`src/rtl/des_pkg.sv`:
```
// Shared types and helpers for the register-bank write arbiter.
// The grant vector type is sized for the largest supported requester count.
package des_pkg;

    localparam int MAX_REQ      = 8;
    localparam int RR_PTR_RESET = 0;

    typedef logic [MAX_REQ-1:0] gnt_vec_t;

    function automatic int clog2(input int value);
        int bits;
        int v;
        bits = 0;
        v    = value - 1;
        while (v > 0) begin
            bits++;
            v = v >> 1;
        end
        return (bits < 1) ? 1 : bits;
    endfunction

    // OR-ing the indices of set bits yields the index for a one-hot input.
    function automatic logic [2:0] onehot_to_idx(input gnt_vec_t v);
        logic [2:0] idx;
        idx = '0;
        for (int i = 0; i < MAX_REQ; i++) begin
            if (v[i]) idx = idx | 3'(i);
        end
        return idx;
    endfunction

endpackage

```
`src/rtl/rr_arbiter.sv`:
```
// Combinational round-robin pick: first set request at or after ptr, wrapping.
module rr_arbiter
    import des_pkg::*;
#(
    parameter  int NUM_REQ = 4,
    localparam int PTR_W   = clog2(NUM_REQ)
) (
    input  logic [NUM_REQ-1:0] req,
    input  logic [PTR_W-1:0]   ptr,
    output logic [NUM_REQ-1:0] win,
    output logic               any
);

    logic [PTR_W-1:0] idx;

    // NOTE: every signal driven here gets a default first so no latch is inferred.
    always_comb begin
        win = '0;
        any = 1'b0;
        idx = '0;
        for (int k = 0; k < NUM_REQ; k++) begin
            idx = PTR_W'((int'(ptr) + k) % NUM_REQ);
            if (!any && req[idx]) begin
                win[idx] = 1'b1;
                any      = 1'b1;
            end
        end
    end

endmodule

```
`src/rtl/reg_bank_write_arbiter.sv`:
```
// Round-robin write arbiter in front of a bank of enable-gated registers.
// Drives one registered, one-cycle write (or range error) per grant.
module reg_bank_write_arbiter
    import des_pkg::*;
#(
    parameter  int NUM_REQ  = 4,
    parameter  int NUM_REGS = 8,
    parameter  int WIDTH    = 8,
    localparam int ADDR_W   = clog2(NUM_REGS)
) (
    input  logic                      clk,
    input  logic                      reset,
    input  logic [NUM_REQ-1:0]        req,
    input  logic [NUM_REQ*ADDR_W-1:0] req_addr,
    input  logic [NUM_REQ*WIDTH-1:0]  req_data,
    input  logic                      freeze,
    output logic [NUM_REQ-1:0]        gnt,
    output logic [NUM_REGS-1:0]       reg_en,
    output logic [WIDTH-1:0]          reg_d,
    output logic                      err
);

    localparam int PTR_W = clog2(NUM_REQ);

    logic [PTR_W-1:0]    ptr;
    logic [PTR_W-1:0]    ptr_next;
    logic [NUM_REQ-1:0]  eligible;
    logic [NUM_REQ-1:0]  win;
    logic                any;
    logic [ADDR_W-1:0]   sel_addr;
    logic [WIDTH-1:0]    sel_data;
    logic                in_range;
    logic [NUM_REGS-1:0] dec;

    // A requester granted this cycle is still dropping req, so it sits out one round.
    assign eligible = req & ~gnt;

    rr_arbiter #(.NUM_REQ(NUM_REQ)) u_rr (
        .req (eligible),
        .ptr (ptr),
        .win (win),
        .any (any)
    );

    always_comb begin
        sel_addr = '0;
        sel_data = '0;
        for (int i = 0; i < NUM_REQ; i++) begin
            if (win[i]) begin
                sel_addr = req_addr[i*ADDR_W +: ADDR_W];
                sel_data = req_data[i*WIDTH +: WIDTH];
            end
        end
    end

    always_comb begin
        dec = '0;
        for (int j = 0; j < NUM_REGS; j++) begin
            dec[j] = (sel_addr == ADDR_W'(j));
        end
    end

    assign in_range = int'(sel_addr) < NUM_REGS;
    assign ptr_next = PTR_W'((int'(onehot_to_idx(gnt_vec_t'(win))) + 1) % NUM_REQ);

    // NOTE: sequential state uses non-blocking assignments so all registers update together.
    always_ff @(posedge clk or negedge reset) begin
        if (!reset) begin
            gnt    <= '0;
            reg_en <= '0;
            reg_d  <= '0;
            err    <= 1'b0;
            ptr    <= PTR_W'(RR_PTR_RESET);
        end else if (any && !freeze) begin
            gnt    <= win;
            reg_en <= in_range ? dec : '0;
            reg_d  <= in_range ? sel_data : '0;
            err    <= !in_range;
            ptr    <= ptr_next;
        end else begin
            gnt    <= '0;
            reg_en <= '0;
            reg_d  <= '0;
            err    <= 1'b0;
        end
    end

endmodule
```
`config.mk`:
```
export PLATFORM = sky130hd
export DESIGN_NAME = reg_bank_write_arbiter
export DESIGN_NICKNAME = d
export VERILOG_FILES = /design/src/rtl/des_pkg.sv /design/src/rtl/rr_arbiter.sv /design/src/rtl/reg_bank_write_arbiter.sv
export SDC_FILE = /design/constraint.sdc
export NUM_CORES = 1
export LEC_CHECK = 0
export BUFFER_PORTS_ARGS = -buffer_cell sky130_fd_sc_hd__buf_2
export CAP_MARGIN = 25
export CORE_MARGIN = 2
export CORE_UTILIZATION = 30
export DETAILED_ROUTE_END_ITERATION = 10
export PLACE_DENSITY = 0.63
export SLEW_MARGIN = 30
export SYNTH_ARGS = -nofsm -noshare
export SYNTH_HDL_FRONTEND = slang
export SYNTH_SLANG_ARGS = --single-unit
```
`constraint.sdc`:
```
create_clock -name clk -period 3.85 [get_ports clk]
set_clock_uncertainty 0.05 [all_clocks]
set_input_delay 0.1925 -clock clk [delete_from_list [all_inputs] [get_ports clk]]
set_output_delay 0.1925 -clock clk [all_outputs]
set_load 0.02 [all_outputs]
```
==> impl_metrics.ini, run 1 <==
[run_status]
status = finished clean

[setup_path]
slowest_stage = dfrtp_1
path_cells = inv_1 > ha_1 > or4b_4 > nor4_4 > a22o_1 > a221oi_2 > a211oi_2 > buf_4 > a22oi_2 > a221o_1 > nor3_1
cp_max_fo = 12
crit_arrival_ns = 3.60
path_class = register to register
r2r_cells = 11
crit_cells = 11
cp-startpoint = ptr[0]$_DFFE_PN0P_
cpPeakStageDelay_ns = 0.58
endpoint_kind = register
cp-start-kind = register
r2r_start = ptr[0]$_DFFE_PN0P_
critPathTopFamily = simple AND/OR/NAND/NOR gates
crit_buf_inv = 2
cp.required_ns = 3.98

[route]
dr.first_iter.drc_count = 82
ant_nets = 0
vias = 1496
totalWireLength_um = 3960
routedWlPerCell_um = 13.3
firstDrtPassIters = 4
via_per_inst = 5.04
drcViolationCount = 0

[die]
ios = 72
start_util_pct = 30.7
rows = 26
die-area_um2 = 5790
die_y_um = 76.1
core_region_area_um2 = 5070
die_w_um = 76.1

[logic_synthesis]
syn_area_per_cell_um2 = 10.0
ys_seq_area_share_pct = 35.3
async_flop_share_pct = 100
yosys_warnings = 0
syn_nets = 214
synth_top_area_cell = dfrtp_1
yosysMostFrequentCell = dfrtp_1
synthCells = 155
synth_common_cells = 22 x dfrtp_1, 14 x nand2_1, 11 x a22o_1, 10 x a21oi_1
netlist_area_um2 = 1560
synth-edff-count = 0
synth_seq_cells = 22
ys_dominant_reg_cell = dfrtp_1
synth_top_area_share_pct = 35.3
ys_types = 39
netlist_top_cells_area = dfrtp_1 35%, ha_1 6.4%, a22o_1 6.2%

[clocking]
cts_setup_buffers = 0
htree_levels = 1
cts_root_buffer = clkbuf_8
clock-sinks = 22
clockBufferDepth = 2
cts_hold_buf = 1
cts_tree = done
clk_latency_ns = 0.26
cts-buffers-inserted = 3
cts_resized = 0
clkTransAtPathRegs_ns = 0.08

[job]
drv_cap = 0

[timing]
grt_setup_unrepaired = no
fmaxAchievable_mhz = 288
finalSetupTns_ns = 0
fin_crit_sh_pct = 90.1
finalCriticalPeriod_ns = 3.47
slew_headroom_pct = 45.4
finalSetupViolCount = 0
final-hold-violation-count = 0
worst_slew_pin_slew_ns = 0.816
setup_slack_ns = 0.380
drv_slew = 0

[final_layout]
n_antenna_cell = 0
final_cell_area_um2 = 2070
fill_cells = 531
nets = 287
finish.utilization_pct = 40.9
syn2layout_area_growth_pct = 33.1
layout-drive-gt1-share_pct = 42.7

[power]
powerDensity_nw_per_um2 = 925
total_power_w = 0.00192
ir_drop_v = 0.000364
p_leak_nw = 1.02

[grt]
grt_start_max_net_pins = 23
grt_remaining_overflow = 0
grt_first_pass_wirelength_um = 6710
grt_use_total_pct = 13.8
grt_pass1_vias = 1483
antenna_found_initial = 0

[worst_hold_path]
hold_class = input pin to register
min_from = req_data[16]
holdPathStages = 3

[placement]
dpl_cell_area_um2 = 1990
place_congestion = 0.853
dpl_worst_slack_ns = 0.394
port_buffers = 70
dpl.hpwl_um = 3160
-- state kept, by name, indices dropped and copies added, names as in the netlist --
register  cells
reg_en        8
gnt           4
ptr           2
reg_d         8
-- placed cells by master, fill, tap and decap left out, drive strengths merged, types with 2 or more instances in the layout --
master   n
dfrtp   22
nand4    2
clkbuf   3
ha       8
o31ai    3
buf     75
or4      2
a221oi   5
nor2b    9
mux4     3
a22o    11
inv      5
nand2b   4
and2     4
nor2     8
nand3    2
a21oi   10
nand2   14
a22oi   11
a221o    4
nor3     9
-- cells by family (layout without fill, tap and decap cells) --
group / after synthesis / after routing / share of synthesized area (%)
and+or+nand+nor: 56 / 56 / 20.7
xor gates and xnor gates: 1 / 1 / 0.562
DFF: 22 / 22 / 35.3
other: 1 / 1 / 0.241
buffers and inverters: 13 / 85 / 3.85
muxes: 3 / 3 / 4.34
adders and majority gates: 8 / 8 / 6.43
AOI/OAI and AO/OA: 51 / 51 / 28.5
-- stage by stage --
| stage | hold WS (ns) | cells |
|---|---|---|
| 2_1_floorplan | -0.153 | 155 |
| 3_3_place_gp | 0.129 | 292 |
| 3_5_place_dp | 0.133 | 292 |
| 4_1_cts | 0.177 | 297 |
| 5_1_grt | 0.197 | 297 |
| 6_report | 0.179 | 297 |
-- metal layers --
metal  track usage [%]  routed length (um)  up-vias
met3              3.55                 255        3
met1              18.4                1820      697
met2              22.7                1870       60
li1                  -                   -      736
met5                 0                   0        -
met4              2.73                  21        0
-- path summary, 6_finish.rpt --
kind                                       endpoint  slack, ns
worst min-delay path             reg_d[0]$_DFF_PN0_       0.18
max in group asynchronous        ptr[1]$_DFFE_PN0P_       3.05
min in group asynchronous       reg_en[0]$_DFF_PN0_       0.37
worst min register to register   ptr[1]$_DFFE_PN0P_       0.57
worst max-delay path            reg_en[5]$_DFF_PN0_       0.38
worst max register to register  reg_en[5]$_DFF_PN0_       0.38
-- power breakdown --
part	total, W	leakage (nW)	switching, W	internal [W]
clock network	0.000215	0.0357	0.0000763	0.000139
registers	0.000350	0.297	0.0000515	0.000299
logic	0.00135	0.688	0.000776	0.000576
total	0.00192	1.02	0.000904	0.00101
-- layout make-up --
cell class              instances  area [um2]  share of cell area, %
flip-flops and latches         22         551                   26.6
clock buffers                   3        41.3                   1.99
multi-input cells             120         947                   45.7
well taps                      70        87.6                   4.22
repair buffers                 76         398                   19.2
inverters                       5        18.8                  0.905
clock inverters                 1        30.0                   1.45
-- worst min-delay path, delay by kind of cell --
family,cells,cell delay [ns]
AOI/OAI and AO/OA,2,0.18
buffers and inverters,1,0.08
(Power assumes the default switching activity.)
==> run 2: changes to the inputs <==
Settings changed: CORE_UTILIZATION 30 to 40, PLACE_DENSITY 0.63 to 0.78.
==> impl_metrics.ini, run 2 (synthesis results as in run 1) <==
[placement]
place_inst = 270
port_buffers = 70
place_congestion = 0.916
dpl.hpwl_um = 3230
dpl_cell_area_um2 = 1960
dpl_worst_slack_ns = 0.336

[final_layout]
syn2layout_area_growth_pct = 31.3
layout-drive-gt1-share_pct = 42.7
final_cells = 275
final_common_cell = buf_2
final_cell_mix = 70 x buf_2, 22 x dfrtp_1, 14 x nand2_1
final_cell_area_um2 = 2050
nets = 287
n_antenna_cell = 0
reg_top3 = reg_d x8, reg_en x8, gnt x4

[grt]
grt_remaining_overflow = 0
grt_pass1_vias = 1473
grt_start_max_net_pins = 23
grt_first_pass_wirelength_um = 6680
antenna_found_initial = 0
grt_use_total_pct = 19.7

[power]
p_leak_nw = 1.02
ir_drop_v = 0.000440
powerDensity_nw_per_um2 = 943

[die]
die_y_um = 66.4
rows = 22
start_util_pct = 41.9
core_region_area_um2 = 3720
die-area_um2 = 4410
ios = 72
die_w_um = 66.4

[clocking]
clockBufferDepth = 2
clkTransAtPathRegs_ns = 0.08
clk_latency_ns = 0.26
clock-sinks = 22
cts_tree = done
cts-buffers-inserted = 3
htree_levels = 1
cts_root_buffer = clkbuf_8

[setup_path]
cp.required_ns = 3.97
cp-start-kind = register
path_class = register to register
cp_max_fo = 12
cpPeakStageDelay_ns = 0.60
crit_arrival_ns = 3.66
path_cells = inv_1 > ha_1 > or4b_4 > nor4_4 > a22o_1 > a221oi_2 > a211oi_2 > buf_4 > a22oi_2 > a221o_1 > nor3_1
endpoint_kind = register
slowest_stage = dfrtp_1

[job]
drv_cap = 0

[timing]
drv_slew = 0
finalCriticalPeriod_ns = 3.54
setup_slack_ns = 0.307
fmaxAchievable_mhz = 282
finalSetupViolCount = 0
grt_setup_unrepaired = no
finalSetupTns_ns = 0
slew_headroom_pct = 43.9
worst_slew_pin_slew_ns = 0.838
final-hold-violation-count = 0
fin_crit_sh_pct = 92.0

[route]
via_per_inst = 5.51
dr.first_iter.drc_count = 111
routedWlPerCell_um = 14.5
firstDrtPassIters = 4
ant_nets = 0
totalWireLength_um = 3990
vias = 1514
drcViolationCount = 0

[run_status]
status = finished clean

[worst_hold_path]
hold_class = input pin to register
-- run 2: what timing repair did --
action / CTS / global route
setup buffers: 0 / 0
hold buffers: 1 / 0
gates resized for setup: 0 / 0
hold endpoints to repair: 22 / 0
-- run 2: final cells by class --
class | count | area [um2]
sequential | 22 | 551
tap | 48 | 60.1
clock buffer | 3 | 41.3
multi-input combinational | 120 | 947
fill | 358 | 1670
clock inverter | 1 | 30.0
timing repair buffer | 76 | 398
inverter | 5 | 18.8
-- run 2: final timing paths --
path,cells past startpoint,endpoint,start,slack (ns)
max reg2reg,11,reg_en[6]$_DFF_PN0_,ptr[0]$_DFFE_PN0P_,0.31
min in group asynchronous,2,reg_en[6]$_DFF_PN0_,reset,0.37
max in group asynchronous,2,reg_d[5]$_DFF_PN0_,reset,3.04
max,11,reg_en[6]$_DFF_PN0_,ptr[0]$_DFFE_PN0P_,0.31
min,3,reg_d[7]$_DFF_PN0_,req_data[23],0.18
min reg2reg,2,ptr[1]$_DFFE_PN0P_,ptr[1]$_DFFE_PN0P_,0.55
-- run 2: critical path: cells and delay by family (launching register included) --
| kind | cells | cell delay (ns) |
|---|---|---|
| and+or+nand+nor | 3 | 0.99 |
| DFF | 1 | 0.60 |
| adders and majority gates | 1 | 0.40 |
| buffers and inverters | 2 | 0.43 |
| AOI/OAI and AO/OA | 5 | 0.98 |
-- run 2: report_power, final --
part           switching [W]  leakage [nW]  internal, W
Sequential         0.0000513         0.297     0.000299
Clock              0.0000749        0.0357     0.000139
Combinational       0.000789         0.688     0.000577
-- run 2: through the flow --
step / total power (W) / hold WS, ns / util (%)
6_report: 0.00193 / 0.176 / 55.1
5_1_grt: 0.00210 / 0.203 / 55.1
4_1_cts: 0.00193 / 0.176 / 55.1
3_5_place_dp: 0.00171 / 0.137 / 52.9
3_3_place_gp: 0.00169 / 0.130 / 52.9
2_1_floorplan: 0.00140 / -0.153 / -
-- run 2: metal layers --
layer	up-vias	global-route usage, %	share of wire (%)
met2	67	33.3	50
met1	712	25.4	42
met4	0	4.59	0.73
met5	-	0	0
met3	2	4.77	6.9
li1	733	-	-
